[config.mk]
export PLATFORM = sky130hd
export DESIGN_NAME = mack_bus_ctrl
export DESIGN_NICKNAME = d
export VERILOG_FILES = /design/src/rtl/mack_bus_pkg.sv /design/src/rtl/mack_boot_overlay.sv /design/src/rtl/mack_bus_ctrl.sv
export SDC_FILE = /design/constraint.sdc
export NUM_CORES = 1
export LEC_CHECK = 0
export CORE_MARGIN = 1.5
export CORE_UTILIZATION = 55
export DETAILED_ROUTE_END_ITERATION = 8
export GPL_TIMING_DRIVEN = 0
export PLACE_DENSITY_LB_ADDON = 0.05
export SETUP_SLACK_MARGIN = 0.02
export SYNTH_ARGS = -nofsm -noshare
export SYNTH_HDL_FRONTEND = slang
export SYNTH_SLANG_ARGS = --single-unit
[constraint.sdc]
create_clock -name CLK -period 2.7 [get_ports CLK]
set_clock_uncertainty 0.1 [all_clocks]
set_input_delay 0.675 -clock CLK [delete_from_list [all_inputs] [get_ports CLK]]
set_output_delay 0.675 -clock CLK [all_outputs]
set_load 0.1 [all_outputs]
[src/rtl/mack_bus_pkg.sv]
`default_nettype none
// Shared types for the Mackerel 68000 bus controller: decode regions, FSM states
// and the A21..A19 codes that select each region.
package mack_bus_pkg;

  typedef enum logic [1:0] {
    REG_NONE = 2'd0,
    REG_ROM  = 2'd1,
    REG_MFP  = 2'd2,
    REG_RAM  = 2'd3
  } region_e;

  typedef enum logic [2:0] {
    ST_IDLE = 3'd0,
    ST_WAIT = 3'd1,
    ST_EXT  = 3'd2,
    ST_TOUT = 3'd3,
    ST_ACK  = 3'd4,
    ST_BERR = 3'd5
  } state_e;

  localparam logic [2:0] CODE_ROM = 3'b111;
  localparam logic [2:0] CODE_MFP = 3'b110;
  localparam logic [2:0] CODE_RAM = 3'b000;

  function automatic region_e decode_region(input logic [2:0] code);
    region_e r;
    case (code)
      CODE_ROM: r = REG_ROM;
      CODE_MFP: r = REG_MFP;
      CODE_RAM: r = REG_RAM;
      default:  r = REG_NONE;
    endcase
    return r;
  endfunction

endpackage
`default_nettype wire

[src/rtl/mack_boot_overlay.sv]
`default_nettype none
// Boot overlay tracker: counts AS falling edges until BOOT_CYCLES have completed,
// then raises BOOT on the next AS-high sample and holds it until reset.
module mack_boot_overlay
  import mack_bus_pkg::*;
#(
  parameter int unsigned BOOT_CYCLES = 8
) (
  input  logic CLK,
  input  logic RST,
  input  logic AS,
  output logic BOOT
);

  localparam logic [7:0] BOOT_LIMIT = 8'(BOOT_CYCLES);

  logic [7:0] count_q, count_d;
  logic       boot_q, boot_d;
  logic       as_prev_q;

  always_comb begin
    count_d = count_q;
    boot_d  = boot_q;
    // as_prev_q resets low, so an AS still held low across reset is not counted
    if (!boot_q && as_prev_q && !AS && (count_q != 8'hFF)) begin
      count_d = count_q + 8'd1;
    end
    if (AS && (count_q >= BOOT_LIMIT)) begin
      boot_d = 1'b1;
    end
  end

  always_ff @(posedge CLK) begin
    if (!RST) begin
      count_q   <= 8'd0;
      boot_q    <= 1'b0;
      as_prev_q <= 1'b0;
    end else begin
      count_q   <= count_d;
      boot_q    <= boot_d;
      as_prev_q <= AS;
    end
  end

  assign BOOT = boot_q;

endmodule
`default_nettype wire

[src/rtl/mack_bus_ctrl.sv]
`default_nettype none
// Mackerel 68000 bus controller: chip-select decode with boot ROM overlay,
// internal/external DTACK generation, BERR timeout and a divided slow clock.
module mack_bus_ctrl
  import mack_bus_pkg::*;
#(
  parameter int unsigned BOOT_CYCLES  = 8,
  parameter int unsigned ROM_WS       = 2,
  parameter int unsigned RAM_WS       = 0,
  parameter int unsigned BERR_TIMEOUT = 64,
  parameter int unsigned CLK_DIV_LOG2 = 1
) (
  input  logic       CLK,
  input  logic       RST,
  input  logic [8:0] ADDR,
  input  logic       AS,
  input  logic       IACK,
  input  logic       DTACK_IN,
  output logic       CLK_SLOW,
  output logic       ROMEN,
  output logic       MFPEN,
  output logic       RAMEN,
  output logic       DTACK,
  output logic       BERR,
  output logic       BOOT
);

  localparam logic [3:0] ROM_WAIT  = 4'(ROM_WS);
  localparam logic [3:0] RAM_WAIT  = 4'(RAM_WS);
  localparam logic [9:0] TOUT_LAST = 10'(BERR_TIMEOUT - 1);

  logic [CLK_DIV_LOG2-1:0] div_q, div_d;
  state_e                  state_q, state_d;
  region_e                 region_q, region_d;
  logic [3:0]              wait_q, wait_d;
  logic [9:0]              tout_q, tout_d;
  logic                    as_prev_q;
  logic                    romen_q, romen_d, mfpen_q, mfpen_d, ramen_q, ramen_d;
  logic                    dtack_q, dtack_d, berr_q, berr_d;
  logic                    cs_live;
  logic                    unused_addr;

  mack_boot_overlay #(
    .BOOT_CYCLES(BOOT_CYCLES)
  ) u_boot (
    .CLK (CLK),
    .RST (RST),
    .AS  (AS),
    .BOOT(BOOT)
  );

  assign div_d       = div_q + CLK_DIV_LOG2'(1);
  assign CLK_SLOW    = div_q[CLK_DIV_LOG2-1];
  assign unused_addr = ^{ADDR[8:7], ADDR[3:0]};

  always_comb begin
    state_d  = state_q;
    region_d = region_q;
    wait_d   = wait_q;
    tout_d   = tout_q;
    case (state_q)
      ST_IDLE: begin
        // as_prev_q requires a high sample first, so a cycle never starts straight out of reset
        if (!AS && as_prev_q) begin
          tout_d = 10'd0;
          wait_d = 4'd0;
          if (!IACK) begin
            region_d = REG_NONE;
            state_d  = ST_EXT;
          end else begin
            region_d = BOOT ? decode_region(ADDR[6:4]) : REG_ROM;
            case (region_d)
              REG_ROM: begin wait_d = ROM_WAIT; state_d = ST_WAIT; end
              REG_RAM: begin wait_d = RAM_WAIT; state_d = ST_WAIT; end
              REG_MFP: state_d = ST_EXT;
              default: state_d = ST_TOUT;
            endcase
          end
        end
      end
      ST_WAIT, ST_EXT, ST_TOUT: begin
        tout_d = tout_q + 10'd1;
        if (AS) begin
          state_d = ST_IDLE;
        end else if ((state_q == ST_WAIT) && (wait_q == 4'd0)) begin
          state_d = ST_ACK;
        end else if ((state_q == ST_EXT) && !DTACK_IN) begin
          state_d = ST_ACK;
        end else if (tout_d == TOUT_LAST) begin
          state_d = ST_BERR;
        end
        if ((state_q == ST_WAIT) && (wait_q != 4'd0)) begin
          wait_d = wait_q - 4'd1;
        end
      end
      default: begin
        if (AS) begin
          state_d = ST_IDLE;
        end
      end
    endcase
  end

  // Outputs are registered from the next state so they change cleanly on the edge.
  always_comb begin
    cs_live = (state_d == ST_WAIT) || (state_d == ST_EXT) ||
              (state_d == ST_ACK)  || (state_d == ST_BERR);
    romen_d = !(cs_live && (region_d == REG_ROM));
    mfpen_d = !(cs_live && (region_d == REG_MFP));
    ramen_d = !(cs_live && (region_d == REG_RAM));
    dtack_d = (state_d != ST_ACK);
    berr_d  = (state_d != ST_BERR);
  end

  always_ff @(posedge CLK) begin
    if (!RST) begin
      div_q     <= '0;
      state_q   <= ST_IDLE;
      region_q  <= REG_NONE;
      wait_q    <= 4'd0;
      tout_q    <= 10'd0;
      as_prev_q <= 1'b0;
      romen_q   <= 1'b1;
      mfpen_q   <= 1'b1;
      ramen_q   <= 1'b1;
      dtack_q   <= 1'b1;
      berr_q    <= 1'b1;
    end else begin
      div_q     <= div_d;
      state_q   <= state_d;
      region_q  <= region_d;
      wait_q    <= wait_d;
      tout_q    <= tout_d;
      as_prev_q <= AS;
      romen_q   <= romen_d;
      mfpen_q   <= mfpen_d;
      ramen_q   <= ramen_d;
      dtack_q   <= dtack_d;
      berr_q    <= berr_d;
    end
  end

  assign ROMEN = romen_q;
  assign MFPEN = mfpen_q;
  assign RAMEN = ramen_q;
  assign DTACK = dtack_q;
  assign BERR  = berr_q;

endmodule
`default_nettype wire

After elaboration in Yosys (flattened, before gate mapping):

Cells that the tools add are included.
Widths: inputs -> output; s select.

* equal/unequal tests: 21
* reductions and logical operators: 29
* add/sub/neg operators: 4
* multiplexer cells: 24
* magnitude comparators: 1

Operators by type and width (number)
* $mux 2: 10
* $pmux 10 s2: 1
* $mux 3: 6
* $eq 3x3->1 const B: 4
* $logic_and 1x1->1: 11
* $add 10x1->10 const B: 1
* $eq 10x6->1 const B: 1
* $mux 10: 1
* $eq 3x2->1 const B: 3
* $add 8x1->8 const B: 1
* $eq 2x2->1 const B: 4
* $ge 8x4->1 const B: 1
* $mux 4: 2
* $ne 8x8->1 const B: 1
* $pmux 4 s2: 1
* $eq 3x1->1 const B: 2
* $logic_not 1->1: 6
* $logic_not 3->1: 2
* $ne 3x3->1 const B: 2
* $pmux 2 s3: 1
* $pmux 3 s2: 1
* $eq 2x1->1 const B: 2
* $logic_not 4->1: 1
* $ne 2x2->1 const B: 2
* 10 further kinds: 12

* input bits: 14
* logic and storage cells: 92
* output and inout bits: 7
* bits in registers: 35

Logic depth before layout (Yosys ltp):

* word-level depth: 18
* mapped depth: 8
* depth with buffers taken out: 8

Hierarchy:

Synthesis repeated with hierarchy kept, for this count alone.

* cells, all modules: 238
* area, all modules: 2039.5 µm²

By module, submodules not included
* mack_bus_ctrl: area each 1491.4 µm², seq. area each 520.5 µm², instances 1, cells each 186
* mack_boot_overlay: area each 548.0 µm², seq. area each 200.2 µm², instances 1, cells each 52

Worst setup path before layout:

OpenSTA, ideal clock, no wires.

* path kind: reg2reg
* start point: register u_boot.boot_q (netlist: u_boot.BOOT)
* end point: register mfpen_q (netlist: MFPEN)
* period minus slack after synthesis: 2.301 ns
* arrival: 2.065 ns
* library setup time: 0.135 ns
* buffers on the path: 0
* path slack: 0.399 ns
* stages on the path, launching flop included: 7
* path through: dfxtp_1 -> nand4b_1 -> a41o_2 -> a2bb2oi_1 -> o21a_1 -> a21boi_1 -> o211ai_1

* longest elaborated chain between the ends: 13
* elaborated cells on any way between the ends: 22

Ends and longest elaborated chain
* start: declaration: line mack_boot_overlay.sv:18 `logic boot_q, boot_d;`
* start signal: assignment: line mack_boot_overlay.sv:40 `boot_q <= boot_d;`
* $mux 2 *: line mack_bus_ctrl.sv:71 `region_d = BOOT ? decode_region(ADDR[6:4]) : REG_ROM;`
* $eq 2x2->1 or $eq 2x1->1 (tied branches): line mack_bus_ctrl.sv:72 `case (region_d)`
* $reduce_or 2->1 (no line)
* $pmux 2 s2: line mack_bus_ctrl.sv:72
* $mux 2: line mack_bus_ctrl.sv:67 `if (!IACK) begin`
* $mux 3: line mack_bus_ctrl.sv:64 `if (!AS && as_prev_q) begin`
* $pmux 3 s2: line mack_bus_ctrl.sv:61 `case (state_q)`
* $eq 3x1->1 or $eq 3x2->1 (tied branches): line mack_bus_ctrl.sv:106 `cs_live = (state_d == ST_WAIT) || (state_d == ST_EXT) ||`
* $logic_or 1x1->1 (2 in a row): line mack_bus_ctrl.sv:106
* $logic_or 1x1->1: line mack_bus_ctrl.sv:107 `(state_d == ST_ACK) || (state_d == ST_BERR);`
* $logic_and 1x1->1 *: line mack_bus_ctrl.sv:109 `mfpen_d = !(cs_live && (region_d == REG_MFP));`
* $logic_not 1->1 *: line mack_bus_ctrl.sv:109
* end signal: assignment: line mack_bus_ctrl.sv:136 `mfpen_q <= mfpen_d;`
* end: declaration: line mack_bus_ctrl.sv:38 `logic romen_q, romen_d, mfpen_q, mfpen_d, ramen_q, ramen_d;`

Mark *: on every way between the ends. The rest lies on a longest branch, timed or not.
A chain may end at the register's enable or synchronous reset.

Final worst setup path:

* start point: input port AS
* end point: register ramen_q (netlist: RAMEN)

* longest elaborated chain between the ends: 10
* elaborated cells on any way between the ends: 18

Ends and longest elaborated chain
* start: declaration: line mack_bus_ctrl.sv:16 `input logic AS,`
* $logic_not 1->1: line mack_bus_ctrl.sv:64
* $logic_and 1x1->1: line mack_bus_ctrl.sv:64
* $mux 3: line mack_bus_ctrl.sv:64
* $pmux 3 s2: line mack_bus_ctrl.sv:61
* $eq 3x1->1 or $eq 3x2->1 (tied branches): line mack_bus_ctrl.sv:106
* $logic_or 1x1->1 (2 in a row): line mack_bus_ctrl.sv:106
* $logic_or 1x1->1: line mack_bus_ctrl.sv:107
* $logic_and 1x1->1 *: line mack_bus_ctrl.sv:110 `ramen_d = !(cs_live && (region_d == REG_RAM));`
* $logic_not 1->1 *: line mack_bus_ctrl.sv:110
* end signal: assignment: line mack_bus_ctrl.sv:137 `ramen_q <= ramen_d;`
* end: declaration: line mack_bus_ctrl.sv:38

Marked as above.

==> results.md <==
- Outcome: complete, no violations
- DRT Pass-1 Iters: 4
- Worst path cell trace: clkdlybuf4s50_1 -> nand2b_1 -> nand2b_1 -> clkbuf_1 -> or3_1 -> a21oi_2 -> nor2b_1 -> o21ai_1
- Main synth FF type: dfxtp_1
- Avg WL per Cell: 14.1 microns
- P_int: 0.718 mW
- RSZ-0062 raised after global routing: no
- Post-Syn Instances: 225
- Total gr overflow: 0
- RR Startpoint: wait_q[0]
- Synth Area per Inst: 8.41 sq um
- Residual DRC: 0
- CP startpoint kind: input port
- Dominant cells by area after synthesis: dfxtp_1, nor2_1, a21oi_1
- Worst Tran Pin Value: 0.966 ns
- Die area: 3800 sq um
- Critical path class: input port to flop
- Layout cells sized above 1: 0.101
- Final Power: 0.961 mW
- CTS Sinks: 35
- Sequential Power Share: 0.555
- Gate power share: 0.107
- Post-DR vias/cell: 5.73
- Die width: 61.7 microns
- VDD IR-drop max: 0.365 mV
- Chip Height: 61.7 microns
- Fin. Hold Viols: 0
- Clock network power share: 0.338
- Post-synth cell types: 58
- Post-synth EDFFs: 0
- DRT Wirelength: 4120 microns
- Reg2reg end: MFPEN
- Max Transition Viols Final: 0
- Cell taking the most area after synthesis: dfxtp_1
- FILL cells: 292
- Starting density of the core: 0.572
- Largest net degree at the start of global routing: 11
- Syn-to-layout area delta: 14.0%
- Core Util, Final: 0.652
- Buf+Inv Stages, Crit Path: 2
- Max_slew headroom: 0.354
- Top Ports: 21
- Synth cell count leaders: nor2_1, dfxtp_1, nand2_1
- Final net count: 266
- Post-DP HPWL: 3070 microns
- Placed insts: 285
- Core area: 3310 sq um
- Hold WC Path Type: flop to flop
- Count leader, synth: nor2_1
- Levels on crit path: 8
- Post-route ant nets: 0
- PD cells: 445 nW/um^2
- Cts hold-fix bufs: 0
- Final Cell Area: 2160 sq um
- Critical Path AT: 2.72 ns
- Vias post-DR: 1680
- Final period util: 0.954
- Final setup viols: 0
- Rows: 21
- Worst skew pair latency: 0.34 ns
- Largest delay share family, worst path: simple AND/OR/NAND/NOR gates
- Place WS: -0.223 ns
- First-pass GRT wire length: 6640 microns
- CTS tree: done
- Initial antenna violation count: 0
- Clock transition at path regs: 0.11 ns
- Synth top area share: 0.370
- Req. time, crit path: 2.84 ns
- Antenna cells: 0
- Max-cap violations: 0
- CTS buffer count: 5
- Yosys Warn Count: 0
- P_leak: 0.788 nW
- Critical Path Start: AS
- Final Worst Setup Slack: 0.123 ns
- P_sw: 0.243 mW
- Clk buf depth: 2
- Crit end category: flop
- Sw Share: 0.253
- Worst Path Max Fanout: 8
- Minimum clock period: 2.58 ns
- Post-Syn Nets: 245
- CTS Root Buffer Type: clkbuf_4
- GRT Total Usage: 0.242
- Internal reg-to-reg setup slack: 0.42 ns
- Max Fclk: 0.388 GHz
- Most common cell on crit path: nand2b_1
- Critical Path Max Stage Delay: 0.55 ns
- Placed inst area: 2090 sq um
- H-tree depth: 2
- Register bit total from synthesis: 35
- CP Capture Point: RAMEN
- RD Place Congestion: 0.900
- CP max stage cell: clkdlybuf4s50_1
- Reg2Reg Depth: 8
- Async SR Flop Fraction: 0
- Port Buf Inserts: 14
- Number of global-route vias before repair: 1530
- Final std cells w/o fill: 293
- Netlist Area Pre-Place: 1890 sq um
- Sequential-to-total area share from yosys stat: 0.370
- Initial DRC count: 128
## worst min-delay path by stage
stage          slack, ns         from  cells after the start           to
2_1_floorplan       0.36  region_q[1]                      2  region_q[1]
3_3_place_gp        0.30     CLK_SLOW                      1     CLK_SLOW
3_5_place_dp        0.30     CLK_SLOW                      1     CLK_SLOW
4_1_cts             0.32     CLK_SLOW                      1     CLK_SLOW
5_1_grt             0.36     CLK_SLOW                      1     CLK_SLOW
6_report            0.31     CLK_SLOW                      1     CLK_SLOW
## power by group through the flow
stage | Clock (mW) | Combinational [mW] | Sequential (mW)
after floorplan | 0 | 0.0585 | 0.552
after global placement | 0 | 0.0968 | 0.544
after detailed placement | 0 | 0.101 | 0.545
after CTS | 0.337 | 0.102 | 0.533
after global routing | 0.361 | 0.112 | 0.535
final | 0.325 | 0.103 | 0.533
## layout make-up
type                    count  area, sq um  share of cell area
plain buffers               8         48.8              0.0226
flip-flops and latches     35          701               0.325
well taps                  46         57.6              0.0267
inverters                   8         30.0              0.0139
clock buffers               8         68.8              0.0319
multi-input cells         174         1110               0.516
repair buffers             14          139              0.0643
## layer usage
layer | GRT usage | share of wire | routed length (microns)
met2 | 0.377 | 0.48 | 1980
met3 | 0.0672 | 0.050 | 206
met1 | 0.299 | 0.44 | 1810
met4 | 0.140 | 0.030 | 124
met5 | 0 | 0 | 0
## placed cells by master (no fill, tap or decap), types with 4 or more instances in the layout
cell type / instances
dfxtp_1: 35
xor2_1: 6
clkbuf_1: 6
nor2_1: 39
inv_1: 7
o21ai_0: 7
a21oi_1: 15
clkbuf_4: 5
nand2_1: 17
and3_1: 5
nand3_1: 4
xnor2_1: 5
o21ai_1: 4
nor3_1: 5
clkdlybuf4s50_1: 13
ha_1: 6
nand4_1: 4
## state kept, by name (all words and copies together), names as in the netlist
| signal | count |
|---|---|
| u_boot.as_prev_q | 1 |
| state_q | 3 |
| tout_q | 10 |
| BERR | 1 |
| RAMEN | 1 |
| region_q | 2 |
| MFPEN | 1 |
| u_boot.count_q | 8 |
| wait_q | 4 |
| u_boot.BOOT | 1 |
| DTACK | 1 |
| ROMEN | 1 |
| CLK_SLOW | 1 |
## cells by family after synthesis
group           synth area share
fa+ha+maj                 0.0397
compound gates             0.194
flops                      0.370
simple gates               0.292
xor+xnor                  0.0509
buf+inv                   0.0416
mux                       0.0112
## repair_timing
| action | CTS | global route |
|---|---|---|
| buffers inserted | 0 | 0 |
| setup endpoints to repair | 1 | 2 |
| endpoints found under the hold margin | 0 | 0 |
| resized for setup | 1 | 1 |
## through the flow
stage / setup TNS (ns) / hold slack [ns]
floorplan: 0 / 0.355
global placement: -1.08 / 0.297
detailed placement: -1.50 / 0.303
CTS: 0 / 0.319
global route: 0 / 0.363
finish: 0 / 0.315
Note: power is estimated with default switching activity, not from simulation.
